## src/rtl/upload_arbiter_pkg.sv

```systemverilog
// Shared encodings for the upload arbiter: flit ctrl codes, dc routing bit, one-hot FSM states.
// The round-robin tie-break is enabled by defining UPLOAD_ARB_RR_EN.
package upload_arbiter_pkg;

   localparam int unsigned FLIT_W       = 16;
   localparam int unsigned CTRL_W       = 2;
   localparam int unsigned STATE_W      = 3;
   localparam int unsigned DC_ROUTE_BIT = 15;

   localparam logic [CTRL_W-1:0] CTRL_NONE = 2'b00;
   localparam logic [CTRL_W-1:0] CTRL_HEAD = 2'b01;
   localparam logic [CTRL_W-1:0] CTRL_BODY = 2'b10;
   localparam logic [CTRL_W-1:0] CTRL_TAIL = 2'b11;

   // Generic two-requester channel states; requester A / B are bound per channel below.
   localparam logic [STATE_W-1:0] ST_IDLE   = 3'b001;
   localparam logic [STATE_W-1:0] ST_A_SEND = 3'b010;
   localparam logic [STATE_W-1:0] ST_B_SEND = 3'b100;

   localparam logic [STATE_W-1:0] REQ_IDLE     = ST_IDLE;
   localparam logic [STATE_W-1:0] REQ_IC_SEND  = ST_A_SEND;
   localparam logic [STATE_W-1:0] REQ_DC_SEND  = ST_B_SEND;
   localparam logic [STATE_W-1:0] REP_IDLE     = ST_IDLE;
   localparam logic [STATE_W-1:0] REP_DC_SEND  = ST_A_SEND;
   localparam logic [STATE_W-1:0] REP_MEM_SEND = ST_B_SEND;

   typedef struct packed {
      logic [CTRL_W-1:0] ctrl;
      logic [FLIT_W-1:0] data;
   } flit_t;

   function automatic logic is_stray(input logic [CTRL_W-1:0] ctrl);
      return (ctrl == CTRL_BODY) || (ctrl == CTRL_TAIL);
   endfunction

endpackage

```

## src/rtl/chan_arb2.sv

```systemverilog
// Two-requester packet-locking arbiter for one network channel; zero-cycle head forwarding.
// With UPLOAD_ARB_RR_EN a 1-bit pointer replaces the fixed tie-break (TIE_B).
module chan_arb2
   import upload_arbiter_pkg::*;
#(
   parameter bit TIE_B = 1'b1
) (
   input  logic               clk,
   input  logic               rst,
   input  logic               head_a,
   input  logic               head_b,
   input  logic               v_a,
   input  logic               v_b,
   input  flit_t              in_a,
   input  flit_t              in_b,
   input  logic               rdy,
   output logic               ack_a,
   output logic               ack_b,
   output logic               v,
   output flit_t              out,
   output logic [STATE_W-1:0] state
);

   logic [STATE_W-1:0] state_nx;
   logic               tie_b;
   logic               pick_b;

`ifdef UPLOAD_ARB_RR_EN
   logic ptr_b;
   logic ptr_b_nx;

   always_ff @(posedge clk) begin
      if (rst) ptr_b <= TIE_B;
      else     ptr_b <= ptr_b_nx;
   end

   assign tie_b = ptr_b;
`else
   assign tie_b = TIE_B;
`endif

   assign pick_b = head_b && (!head_a || tie_b);

   always_ff @(posedge clk) begin
      if (rst) state <= ST_IDLE;
      else     state <= state_nx;
   end

   // Grant in IDLE, then forward the locked requester until its tail moves.
   always_comb begin
      state_nx = state;
      ack_a    = 1'b0;
      ack_b    = 1'b0;
      out      = '0;
`ifdef UPLOAD_ARB_RR_EN
      ptr_b_nx = ptr_b;
`endif
      if (!rst) begin
         case (state)
            ST_IDLE: begin
               if (rdy && (head_a || head_b)) begin
                  if (pick_b) begin
                     ack_b    = 1'b1;
                     out      = in_b;
                     state_nx = ST_B_SEND;
                  end else begin
                     ack_a    = 1'b1;
                     out      = in_a;
                     state_nx = ST_A_SEND;
                  end
               end
            end
            ST_A_SEND: begin
               if (rdy && v_a && (in_a.ctrl != CTRL_NONE)) begin
                  ack_a = 1'b1;
                  out   = in_a;
                  if (in_a.ctrl == CTRL_TAIL) begin
                     state_nx = ST_IDLE;
`ifdef UPLOAD_ARB_RR_EN
                     ptr_b_nx = 1'b1;
`endif
                  end
               end
            end
            ST_B_SEND: begin
               if (rdy && v_b && (in_b.ctrl != CTRL_NONE)) begin
                  ack_b = 1'b1;
                  out   = in_b;
                  if (in_b.ctrl == CTRL_TAIL) begin
                     state_nx = ST_IDLE;
`ifdef UPLOAD_ARB_RR_EN
                     ptr_b_nx = 1'b0;
`endif
                  end
               end
            end
            default: state_nx = ST_IDLE;
         endcase
      end
   end

   assign v = ack_a | ack_b;

endmodule

```

## src/rtl/upload_arbiter.sv

```systemverilog
// Upload arbiter: routes ic/dc/mem packets onto the req and rep rings with a sticky protocol-error flag.
// Define UPLOAD_ARB_RR_EN for round-robin tie-break; default is fixed priority (req dc>ic, rep mem>dc).
module upload_arbiter
   import upload_arbiter_pkg::*;
(
   input  logic              clk,
   input  logic              rst,
   input  logic              v_ic,
   input  logic [FLIT_W-1:0] flit_ic,
   input  logic [CTRL_W-1:0] ctrl_ic,
   output logic              ack_ic,
   input  logic              v_dc,
   input  logic [FLIT_W-1:0] flit_dc,
   input  logic [CTRL_W-1:0] ctrl_dc,
   output logic              ack_dc,
   input  logic              v_mem,
   input  logic [FLIT_W-1:0] flit_mem,
   input  logic [CTRL_W-1:0] ctrl_mem,
   output logic              ack_mem,
   input  logic              req_rdy,
   output logic              v_req,
   output logic [FLIT_W-1:0] flit_req,
   output logic [CTRL_W-1:0] ctrl_req,
   input  logic              rep_rdy,
   output logic              v_rep,
   output logic [FLIT_W-1:0] flit_rep,
   output logic [CTRL_W-1:0] ctrl_rep,
   output logic              err_proto
);

   flit_t              in_ic, in_dc, in_mem, out_req, out_rep;
   logic [STATE_W-1:0] req_state, rep_state;
   logic               req_ack_ic, req_ack_dc, rep_ack_dc, rep_ack_mem;
   logic               lock_ic, lock_dc, lock_mem, dc_on_req, dc_on_rep;
   logic               head_ic, head_dc, head_mem, dc_to_rep;
   logic               stray_ic, stray_dc, stray_mem, err_set;

   assign in_ic  = '{ctrl: ctrl_ic,  data: flit_ic};
   assign in_dc  = '{ctrl: ctrl_dc,  data: flit_dc};
   assign in_mem = '{ctrl: ctrl_mem, data: flit_mem};

   assign dc_on_req = (req_state == REQ_DC_SEND);
   assign dc_on_rep = (rep_state == REP_DC_SEND);
   assign lock_ic   = (req_state == REQ_IC_SEND);
   assign lock_dc   = dc_on_req | dc_on_rep;
   assign lock_mem  = (rep_state == REP_MEM_SEND);

   assign head_ic   = v_ic  && (ctrl_ic  == CTRL_HEAD);
   assign head_dc   = v_dc  && (ctrl_dc  == CTRL_HEAD);
   assign head_mem  = v_mem && (ctrl_mem == CTRL_HEAD);
   assign dc_to_rep = flit_dc[DC_ROUTE_BIT];

   // A dc head is only offered to the channel dc is not already locked on.
   chan_arb2 #(.TIE_B(1'b1)) u_req (
      .clk    (clk),
      .rst    (rst),
      .head_a (head_ic),
      .head_b (head_dc && !dc_to_rep && !dc_on_rep),
      .v_a    (v_ic),
      .v_b    (v_dc),
      .in_a   (in_ic),
      .in_b   (in_dc),
      .rdy    (req_rdy),
      .ack_a  (req_ack_ic),
      .ack_b  (req_ack_dc),
      .v      (v_req),
      .out    (out_req),
      .state  (req_state)
   );

   chan_arb2 #(.TIE_B(1'b1)) u_rep (
      .clk    (clk),
      .rst    (rst),
      .head_a (head_dc && dc_to_rep && !dc_on_req),
      .head_b (head_mem),
      .v_a    (v_dc),
      .v_b    (v_mem),
      .in_a   (in_dc),
      .in_b   (in_mem),
      .rdy    (rep_rdy),
      .ack_a  (rep_ack_dc),
      .ack_b  (rep_ack_mem),
      .v      (v_rep),
      .out    (out_rep),
      .state  (rep_state)
   );

   assign flit_req = out_req.data;
   assign ctrl_req = out_req.ctrl;
   assign flit_rep = out_rep.data;
   assign ctrl_rep = out_rep.ctrl;

   // Body/tail from an unlocked requester is consumed and flagged.
   assign stray_ic  = !rst && v_ic  && is_stray(ctrl_ic)  && !lock_ic;
   assign stray_dc  = !rst && v_dc  && is_stray(ctrl_dc)  && !lock_dc;
   assign stray_mem = !rst && v_mem && is_stray(ctrl_mem) && !lock_mem;

   assign ack_ic  = req_ack_ic | stray_ic;
   assign ack_dc  = req_ack_dc | rep_ack_dc | stray_dc;
   assign ack_mem = rep_ack_mem | stray_mem;

   assign err_set = stray_ic | stray_dc | stray_mem
                  | (lock_ic  && v_ic  && (ctrl_ic  == CTRL_NONE))
                  | (lock_dc  && v_dc  && (ctrl_dc  == CTRL_NONE))
                  | (lock_mem && v_mem && (ctrl_mem == CTRL_NONE));

   always_ff @(posedge clk) begin
      if (rst)          err_proto <= 1'b0;
      else if (err_set) err_proto <= 1'b1;
   end

endmodule

```

## config.mk

```make
export PLATFORM = sky130hd
export DESIGN_NAME = upload_arbiter
export DESIGN_NICKNAME = d
export VERILOG_FILES = /design/src/rtl/upload_arbiter_pkg.sv /design/src/rtl/chan_arb2.sv /design/src/rtl/upload_arbiter.sv
export SDC_FILE = /design/constraint.sdc
export NUM_CORES = 1
export LEC_CHECK = 0
export BUFFER_PORTS_ARGS = -buffer_cell sky130_fd_sc_hd__buf_4
export CAP_MARGIN = 10
export CORE_MARGIN = 1
export CORE_UTILIZATION = 41
export CTS_CLUSTER_DIAMETER = 200
export DETAILED_ROUTE_END_ITERATION = 10
export PLACE_DENSITY_LB_ADDON = 0.25
export SYNTH_ARGS = -nofsm -noshare
export SYNTH_HDL_FRONTEND = slang
export SYNTH_SLANG_ARGS = --single-unit
```

## constraint.sdc

```tcl
create_clock -name clk -period 2.6 [get_ports clk]
set_clock_uncertainty 0.1 [all_clocks]
set_input_delay 0.52 -clock clk [delete_from_list [all_inputs] [get_ports clk]]
set_output_delay 0.52 -clock clk [all_outputs]
set_load 0.01 [all_outputs]
```

==> results.sh <==
export IMPL_yosys_warnings=0
export IMPL_num_vias=2110
export IMPL_power_density_nw_per_um2=191
export IMPL_synth_cells=195
export IMPL_yosysUniqueCellTypes=52
export IMPL_path_clk_slew_ns=0.06
export IMPL_postLayoutCellArea_sq_um=2400
export IMPL_grt_usage_pct=31.7
export IMPL_cp_start_kind="flop"
export IMPL_synthesis_area_sq_um=1390
export IMPL_rows=20
export IMPL_cp_arrival_ns=1.96
export IMPL_preCtsSetupSlack_ns=0.0666
export IMPL_dieWidth_microns=60.2
export IMPL_hold_class="in -> reg"
export IMPL_netlist_top_cells_count="a21oi_1 (29), nand3_1 (20), o21ai_0 (18)"
export IMPL_finalMaxSlewViolations=0
export IMPL_yosysMostFrequentCell="a21oi_1"
export IMPL_diodes=0
export IMPL_power_total_mw=0.457
export IMPL_clock_sinks=7
export IMPL_min_period_over_period_pct=99.4
export IMPL_synthArstFlopShare_pct=0
export IMPL_syn2layout_area_growth_pct=72.5
export IMPL_swShare_pct=35.7
export IMPL_cp_cell_sequence="or3b_4, nor4b_4, buf_4, o211a_4, a32o_2, buf_6"
export IMPL_yosys_register_bits=7
export IMPL_synth_top_area_share_pct=11.3
export IMPL_comb_power_share_pct=52.6
export IMPL_dpl_cell_count=336
export IMPL_fillCellCount=238
export IMPL_grt_ovfl_total=0
export IMPL_insertion_delay_ns=0.26
export IMPL_p_clk_share_pct=22.0
export IMPL_wirelength_mm=6.11
export IMPL_drive_gt1_share_pct=54.6
export IMPL_grt_pass1_vias=1817
export IMPL_dieArea_sq_um=3630
export IMPL_crit_fanout=7
export IMPL_synth_top_area_cell="a32o_2"
export IMPL_final_setup_viol_count=0
export IMPL_fp_dieH_microns=60.2
export IMPL_place_congestion=0.942
export IMPL_wl_per_cell_microns=17.6
export IMPL_p_int_mw=0.294
export IMPL_setup_worst_path_end_class="output port"
export IMPL_reg2reg_depth=4
export IMPL_root_buffer="clkbuf_4"
export IMPL_status="completed"
export IMPL_ys_top_cells_by_area="a32o_2 (11%), a21oi_1 (10%), dfxtp_1 (10%)"
export IMPL_dr_pass1_iters=5
export IMPL_coreArea_sq_um=3130
export IMPL_cts_htree_levels=1
export IMPL_tightest_slew_ns=0.446
export IMPL_rsz0062_at_grt="yes"
export IMPL_antenna_found_initial=0
export IMPL_fin_util_pct=76.6
export IMPL_grt_max_degree=20
export IMPL_synth_nets=256
export IMPL_cap_violations=0
export IMPL_max_freq_mhz=387
export IMPL_port_buffers=102
export IMPL_power_leakage_nw=1.10
export IMPL_placed_cell_area_sq_um=2210
export IMPL_hold_slack_ns=0.411
export IMPL_vias_per_cell=6.06
export IMPL_numCtsBuffers=3
export IMPL_p_seq_share_pct=25.3
export IMPL_hold_path_depth=2
export IMPL_hold_viol=0
export IMPL_period_needed_ns=2.58
export IMPL_cts_tree="yes"
export IMPL_totalNegativeSetupSlack_ns=0
export IMPL_nets=366
export IMPL_clk_path_buf_depth=2
export IMPL_drc=0
export IMPL_layout_setup_ws_ns=0.0151
export IMPL_max_slew_margin_pct=70.2
export IMPL_ir_worst_vdd_uv=233
export IMPL_cp_data_required_time_ns=1.98
export IMPL_synth_edf_count=0
export IMPL_slowest_stage="or3b_4"
export IMPL_io_pins=103
export IMPL_hpwl_mm=4.25
export IMPL_avgSynthCellArea_sq_um=7.13
export IMPL_cts_hold_buf=0
export IMPL_worstSetupPathType="reg -> out"
export IMPL_fin_cells=348
export IMPL_final_antenna_net_count=0
export IMPL_drt_initial_drc_count=203
export IMPL_start_util_pct=44.4
export IMPL_slowest_delay_ns=0.41
export IMPL_grt_pass1_wl_mm=8.66
export IMPL_synth_top_flop_cell="dfxtp_1"
export IMPL_p_sw_mw=0.163
export IMPL_seq_area_frac_synth_pct=10.1
what timing repair did:
action,in CTS,in global routing
gates cloned,2,0
resized for setup,10,17
endpoints found under the hold margin,0,0
setup endpoints to repair,38,41
setup buffers,0,6
pin swaps,1,4
layout make-up:
type                       instances  area (sq um)  area share (%)
tap                               44          55.1            2.30
sequential                         7           155            6.47
timing repair buffer             120           925            38.6
inverter                           3          11.3           0.470
clock buffer                       4          26.3            1.10
multi-input combinational        170          1220            51.1
cells by family (layout without fill, tap and decap cells):
group | Yosys count | in the layout | share of synthesized area [%]
buffers and inverters | 20 | 127 | 7.92
xor gates and xnor gates | 2 | 2 | 1.26
DFF | 7 | 7 | 10.1
and+or+nand+nor | 76 | 77 | 35.5
muxes | 2 | 2 | 1.62
AOI/OAI and AO/OA | 88 | 89 | 43.7
critical path, delay by kind of cell (launching register included):
family / cells / cell delay [ns]
simple gates: 2 / 0.66
compound gates: 2 / 0.38
flops: 1 / 0.37
buf+inv: 2 / 0.29
path summary, 6_finish.rpt:
kind	startpoint	slack (ns)	to
hold reg to reg	err_proto	0.45	err_proto
setup reg to reg	u_rep.state[2]	0.85	err_proto
hold / removal	ctrl_ic[1]	0.41	u_req.state[1]
setup / recovery	u_req.state[0]	0.02	flit_req[8]
flip-flops by register name (all words and copies together), names as in the netlist:
| name | count |
|---|---|
| u_req.state | 3 |
| err_proto | 1 |
| u_rep.state | 3 |
power by group through the flow:
stage	combinational (mW)	sequential (mW)	clock, mW
after global routing	0.256	0.117	0.114
after global placement	0.220	0.120	0
after floorplan	0.0947	0.117	0
after detailed placement	0.222	0.120	0
final	0.241	0.116	0.101
after CTS	0.229	0.118	0.100
layout by cell type (no fill, tap or decap), types with 4 or more instances in the layout:
master   synthesis  layout
o21ai_0         18      18
o21a_1           4       4
a32o_2          14      14
buf_4            2     116
nand2_1         12      12
nand3_1         20      20
nor2_1          11      11
a22oi_1          4       4
a21oi_1         29      27
layer usage:
layer  vias up  global-route usage, %  share of wire (%)  wire [microns]
met5         -                      0                  0               0
met4         0                   7.97               0.98              60
met3        10                   7.36                8.8             540
met2       131                   51.6                 49            3020
met1       976                   41.5                 41            2490
li1        993                      -                  -               -
Note: power is estimated with default switching activity, not from simulation.
